==> src/rtl/mcu_arb_pkg.sv <==
// Shared types and default parameters for the single-port RAM arbiter.
// Optional feature macro: SP_RAM_ARB_RR_EN (round-robin conflict resolution).
package mcu_arb_pkg;

  localparam int unsigned DefAddrWidth = 16;
  localparam int unsigned DefDataWidth = 32;
  localparam int unsigned DefCntWidth  = 16;

  // Which requester owns the access whose response is due this cycle.
  typedef enum logic [1:0] {
    OWNER_NONE  = 2'd0,
    OWNER_INSTR = 2'd1,
    OWNER_DATA  = 2'd2
  } owner_e;

  // Bit position of each requester in the req/gnt vectors.
  typedef enum logic {
    PORT_INSTR = 1'b0,
    PORT_DATA  = 1'b1
  } port_idx_e;

endpackage

==> src/rtl/rr_arb2.sv <==
// Two-request arbiter: one-hot grant plus winner index.
// SP_RAM_ARB_RR_EN defined: round-robin on conflict (last-grant register).
// SP_RAM_ARB_RR_EN undefined: fixed priority, DATA over INSTR.
module rr_arb2
  import mcu_arb_pkg::*;
(
  input  logic       clk_i,
  input  logic       rst_ni,
  input  logic [1:0] req_i,
  output logic [1:0] gnt_o,
  output port_idx_e  idx_o
);

`ifdef SP_RAM_ARB_RR_EN
  port_idx_e last_q, last_d;

  // Winner select: a lone request wins, a conflict goes to the port not granted last.
  always_comb begin
    idx_o = PORT_INSTR;
    case (req_i)
      2'b01:   idx_o = PORT_INSTR;
      2'b10:   idx_o = PORT_DATA;
      2'b11:   idx_o = (last_q == PORT_DATA) ? PORT_INSTR : PORT_DATA;
      default: idx_o = PORT_INSTR;
    endcase
  end

  // Last-grant only moves on cycles that actually grant something.
  assign last_d = (|req_i) ? idx_o : last_q;

  // Last-grant register; reset to DATA so the first conflict goes to INSTR.
  always_ff @(posedge clk_i or negedge rst_ni) begin
    if (!rst_ni) begin
      last_q <= PORT_DATA;
    end else begin
      last_q <= last_d;
    end
  end
`else
  // No state in fixed-priority mode; clock and reset are intentionally unused.
  logic unused_clk_rst;
  assign unused_clk_rst = clk_i ^ rst_ni;

  // Winner select: DATA beats INSTR on conflict.
  always_comb begin
    idx_o = PORT_INSTR;
    case (req_i)
      2'b01:   idx_o = PORT_INSTR;
      2'b10:   idx_o = PORT_DATA;
      2'b11:   idx_o = PORT_DATA;
      default: idx_o = PORT_INSTR;
    endcase
  end
`endif

  assign gnt_o = (|req_i) ? (2'b01 << idx_o) : 2'b00;

endmodule

==> src/rtl/sp_ram_port_arbiter.sv <==
// Shares one single-port RAM (one-cycle registered read) between the core's
// instruction-fetch and data ports, with saturating wait-cycle counters.
// SP_RAM_ARB_RR_EN selects round-robin arbitration; default is DATA-first.
module sp_ram_port_arbiter
  import mcu_arb_pkg::*;
#(
  parameter int unsigned ADDR_WIDTH = DefAddrWidth,
  parameter int unsigned DATA_WIDTH = DefDataWidth,
  parameter int unsigned CNT_WIDTH  = DefCntWidth
) (
  input  logic                    clk_i,
  input  logic                    rst_ni,
  // Instruction port
  input  logic                    instr_req_i,
  input  logic [ADDR_WIDTH-1:0]   instr_addr_i,
  output logic                    instr_gnt_o,
  output logic                    instr_rvalid_o,
  output logic [DATA_WIDTH-1:0]   instr_rdata_o,
  // Data port
  input  logic                    data_req_i,
  input  logic                    data_we_i,
  input  logic [DATA_WIDTH/8-1:0] data_be_i,
  input  logic [ADDR_WIDTH-1:0]   data_addr_i,
  input  logic [DATA_WIDTH-1:0]   data_wdata_i,
  output logic                    data_gnt_o,
  output logic                    data_rvalid_o,
  output logic [DATA_WIDTH-1:0]   data_rdata_o,
  // RAM side
  output logic                    mem_en_o,
  output logic                    mem_we_o,
  output logic [DATA_WIDTH/8-1:0] mem_be_o,
  output logic [ADDR_WIDTH-1:0]   mem_addr_o,
  output logic [DATA_WIDTH-1:0]   mem_wdata_o,
  input  logic [DATA_WIDTH-1:0]   mem_rdata_i,
  // Performance debug
  input  logic                    clr_cnt_i,
  output logic [CNT_WIDTH-1:0]    instr_wait_cnt_o,
  output logic [CNT_WIDTH-1:0]    data_wait_cnt_o
);

  logic [1:0] req, gnt;
  port_idx_e  win_idx;
  owner_e     owner_q, owner_d;

  logic [CNT_WIDTH-1:0] instr_cnt_q, instr_cnt_d;
  logic [CNT_WIDTH-1:0] data_cnt_q, data_cnt_d;

  // Requests are masked while in reset so no grant or RAM enable leaks out.
  assign req = {data_req_i & rst_ni, instr_req_i & rst_ni};

  rr_arb2 u_arb (
    .clk_i  (clk_i),
    .rst_ni (rst_ni),
    .req_i  (req),
    .gnt_o  (gnt),
    .idx_o  (win_idx)
  );

  assign instr_gnt_o = gnt[0];
  assign data_gnt_o  = gnt[1];

  // RAM request mux: winner drives the RAM; idle fields are held at zero.
  always_comb begin
    mem_en_o    = 1'b0;
    mem_we_o    = 1'b0;
    mem_be_o    = '0;
    mem_addr_o  = '0;
    mem_wdata_o = '0;
    if (|gnt) begin
      mem_en_o = 1'b1;
      if (win_idx == PORT_DATA) begin
        mem_we_o    = data_we_i;
        mem_be_o    = data_be_i;
        mem_addr_o  = data_addr_i;
        mem_wdata_o = data_wdata_i;
      end else begin
        // Instruction fetches are always full-word reads.
        mem_be_o   = '1;
        mem_addr_o = instr_addr_i;
      end
    end
  end

  // Owner next-state: tag this cycle's winner so its response is routed next cycle.
  always_comb begin
    owner_d = OWNER_NONE;
    if (|gnt) begin
      owner_d = (win_idx == PORT_DATA) ? OWNER_DATA : OWNER_INSTR;
    end
  end

  // Owner register; async reset drops any in-flight response immediately.
  always_ff @(posedge clk_i or negedge rst_ni) begin
    if (!rst_ni) begin
      owner_q <= OWNER_NONE;
    end else begin
      owner_q <= owner_d;
    end
  end

  // Response outputs: one-cycle rvalid to the owner, rdata shared from the RAM.
  always_comb begin
    instr_rvalid_o = (owner_q == OWNER_INSTR);
    data_rvalid_o  = (owner_q == OWNER_DATA);
    instr_rdata_o  = mem_rdata_i;
    data_rdata_o   = mem_rdata_i;
  end

  // Wait-counter next-state: count stalled cycles, saturate, clear wins over increment.
  always_comb begin
    instr_cnt_d = instr_cnt_q;
    data_cnt_d  = data_cnt_q;
    if (clr_cnt_i) begin
      instr_cnt_d = '0;
      data_cnt_d  = '0;
    end else begin
      if (req[0] && !gnt[0] && !(&instr_cnt_q)) instr_cnt_d = instr_cnt_q + 1'b1;
      if (req[1] && !gnt[1] && !(&data_cnt_q))  data_cnt_d  = data_cnt_q + 1'b1;
    end
  end

  // Wait-counter registers.
  always_ff @(posedge clk_i or negedge rst_ni) begin
    if (!rst_ni) begin
      instr_cnt_q <= '0;
      data_cnt_q  <= '0;
    end else begin
      instr_cnt_q <= instr_cnt_d;
      data_cnt_q  <= data_cnt_d;
    end
  end

  assign instr_wait_cnt_o = instr_cnt_q;
  assign data_wait_cnt_o  = data_cnt_q;

endmodule

==> config.mk <==
export PLATFORM = sky130hd
export DESIGN_NAME = sp_ram_port_arbiter
export DESIGN_NICKNAME = d
export VERILOG_FILES = /design/src/rtl/mcu_arb_pkg.sv /design/src/rtl/rr_arb2.sv /design/src/rtl/sp_ram_port_arbiter.sv
export SDC_FILE = /design/constraint.sdc
export NUM_CORES = 1
export LEC_CHECK = 0
export ABC_AREA = 1
export CORE_AREA = 2 2 100 102
export DETAILED_ROUTE_END_ITERATION = 8
export DIE_AREA = 0 0 102 104
export HOLD_SLACK_MARGIN = 0.1
export PLACE_DENSITY_LB_ADDON = 0.12
export SLEW_MARGIN = 40
export SYNTH_ARGS = -nofsm -noshare
export SYNTH_HDL_FRONTEND = slang
export SYNTH_SLANG_ARGS = --single-unit
==> constraint.sdc <==
create_clock -name clk_i -period 1.8 [get_ports clk_i]
set_input_delay 0.18 -clock clk_i [delete_from_list [all_inputs] [get_ports clk_i]]
set_output_delay 0.18 -clock clk_i [all_outputs]
set_load 0.05 [all_outputs]
==> results.cfg <==
[global_route]
grt_pass1_vias = 2752
antenna_found_initial = 0
grt_pass1_wl_um = 14400
maximum_number_of_pins_on_one_net_before_global_route_repair = 35
grt_remaining_overflow = 0
grt_util_all_layers = 0.174

[timing]
relSlewSlack = 0.654
rsz0062_at_grt = no
fmaxAchievable_mhz = 571
period_minus_slack_ps = 1750
finalMaxSlewViolations = 0
setup-violations-final = 0
hold_violations = 0
worst_clock_skew_ps = 7.04
finalCritPeriodShare = 0.973
totalNegativeSetupSlack_ps = 0
tightest_slew_ps = 517

[clocking]
clkTransAtPathRegs_ps = 80
numClockSinks = 34
cts.htree.levels = 2
largest_buffer_count_on_any_clock_path = 2
tritoncts = built
clock_root_buffer = clkbuf_8
tritoncts.num_buffers = 5
worstSkewPairLatency_ps = 290

[routing]
post_drt_via_cell_ratio = 4.24
wirelength_um = 9220
number_of_design_rule_violations_left_by_the_first_detailed_router_iteration = 113
post_drt_wl_per_cell_um = 14.3
drt.antenna.violating_nets = 0
vias = 2738
detail_route.first_pass.iterations = 4
drc_errors = 0

[setup_path]
critical_path.reg2reg.endpoint = instr_wait_cnt_o[4]
crit_buf_inv = 1
critical-path-max-stage-delay_ps = 840
worst-setup-path-type = flip-flop to primary output
worstPathCellList = clkdlybuf4s50_1
endpoint_kind = primary output
rrSetupSlack_ps = 190
crit_family = buffers and inverters
critical-path-slowest-cell = clkdlybuf4s50_1
rr_startpoint = instr_wait_cnt_o[4]
critical_path_peak_fanout = 5
worstPathArrival_ps = 1570
critical_path_required_ps = 1620
cp-start-kind = flip-flop
reg2regPathDepth = 8

[layout]
layout.cells.most_common = nand2_1
layout.cells.most_common_list = nand2_1 (98), clkdlybuf4s50_1 (97), nor2_1 (68)
sequential_cell_area_sq_um = 853
syn2layout_area_growth_pct = 71.1
antennaDiodeCount = 0
area_used_by_multi_input_combinational_logic_sq_um = 1010
drive_gt1_frac = 0.199
fillCellCount = 967
nNetsFinal = 619

[placed_design]
post-dp-hpwl_um = 7650
gpl.final_weighted_congestion = 0.828
buffer_ports.inserted = 163

[floorplan]
fp.dieArea_sq_um = 10600
chipWidth_um = 102
placementRows = 36
top_level_ports = 260
core_sq_um = 9550
initial_core_utilization = 0.276
chipHeight_um = 104

[synth]
yosys_register_bits = 34
postSynthNetCount = 511
post_synth_instance_area_sq_um = 2630
yosys_warnings = 0
netlist-cell-type-count = 24
synth_sequential_area_ratio = 0.323
postSynthAreaPerCell_sq_um = 6.52
post_synth_inst_count = 404

[hold_path]
worstHoldStart = rst_ni
holdPathStages = 4
min_delay_path_class = primary input to flip-flop
endpoint_worst_hold = owner_q[0]

[run]
maxCapViolations = 0

[pwr]
p_total_mw = 2.45
p_leak_nw = 2.18
ir_drop_v = 0.000423
power.density_nw_per_um2 = 544

[run_status]
run_status = finished, final reports clean
==> metrics by stage <==
stage | util | setup WS [ps] | cells | cell area [sq um] | hold WS, ps
2_1_floorplan | - | 35.9 | 404 | 2660 | -116
3_3_place_gp | 0.455 | 94.9 | 637 | 4340 | 360
3_5_place_dp | 0.455 | 71.4 | 637 | 4340 | 357
4_1_cts | 0.470 | 37.4 | 646 | 4490 | 347
5_1_grt | 0.472 | 3.48 | 646 | 4510 | 360
6_report | 0.472 | 48.9 | 646 | 4510 | 342
==> cells by family after synthesis <==
kind of cell,Yosys count,share of synthesized area
simple gates,198,0.311
fa+ha+maj,1,0.00475
buf+inv,143,0.299
xor+xnor,3,0.00998
flops,34,0.323
compound gates,25,0.0518
==> where the power goes <==
| part | internal, mW | switching (mW) | total (mW) |
|---|---|---|---|
| Clock | 0.555 | 0.306 | 0.861 |
| Sequential | 0.767 | 0.00264 | 0.770 |
| Combinational | 0.368 | 0.450 | 0.819 |
| Total | 1.69 | 0.759 | 2.45 |
==> timing repair <==
item,4_1_cts,5_1_grt
endpoints found under the hold margin,34,0
endpoints found under the setup margin,0,17
setup buffers,0,0
resized for setup,0,6
hold buffers,1,0
==> registers in the layout, indices dropped and copies added (netlist names) <==
register / cells
owner_q: 2
data_wait_cnt_o: 16
instr_wait_cnt_o: 16
==> layer usage <==
metal  up-vias  wire length, um  GRT usage
met2       132             4360      0.277
met1      1225             3860      0.221
met5         -                0          0
li1       1359                -          -
met3        22              813     0.0612
met4         0              187     0.0505
==> synthesized netlist by cell type <==
master | count | share of area
nand4_1 | 13 | 0.031
nand2_1 | 98 | 0.14
xor2_1 | 3 | 0.010
clkinv_2 | 1 | 0.0019
clkbuf_1 | 8 | 0.011
nand3b_1 | 1 | 0.0029
nor2_2 | 1 | 0.0024
nor2_4 | 2 | 0.0086
nand2_2 | 1 | 0.0024
buf_6 | 1 | 0.0043
or2_2 | 2 | 0.0047
ha_1 | 1 | 0.0047
dfrtp_1 | 34 | 0.32
o21ai_2 | 1 | 0.0033
a21oi_1 | 19 | 0.036
o21ai_0 | 2 | 0.0038
o21bai_1 | 2 | 0.0057
nor2_1 | 68 | 0.097
nand3_1 | 12 | 0.023
inv_1 | 65 | 0.093
buf_1 | 2 | 0.0029
buf_4 | 64 | 0.18
buf_2 | 2 | 0.0038
o211ai_1 | 1 | 0.0029
==> worst max path at each step <==
stage	startpoint	to	slack, ps	cells after the start
floorplan	instr_wait_cnt_o[0]	instr_wait_cnt_o[4]	40	10
global placement	data_req_i	mem_addr_o[13]	90	6
detailed placement	data_req_i	mem_addr_o[0]	70	6
CTS	instr_wait_cnt_o[11]	instr_wait_cnt_o[11]	40	1
global route	instr_wait_cnt_o[9]	instr_wait_cnt_o[9]	3	1
finish	instr_wait_cnt_o[6]	instr_wait_cnt_o[6]	50	1
==> layout make-up <==
class / count / share of cell area
Clock buffer: 5 / 0.0153
Clock inverter: 3 / 0.0153
Inverter: 66 / 0.0555
Multi-Input combinational cell: 227 / 0.225
Sequential cell: 34 / 0.189
Tap cell: 133 / 0.0369
Timing Repair Buffer: 178 / 0.463
Power figures use the tool's default switching activity.
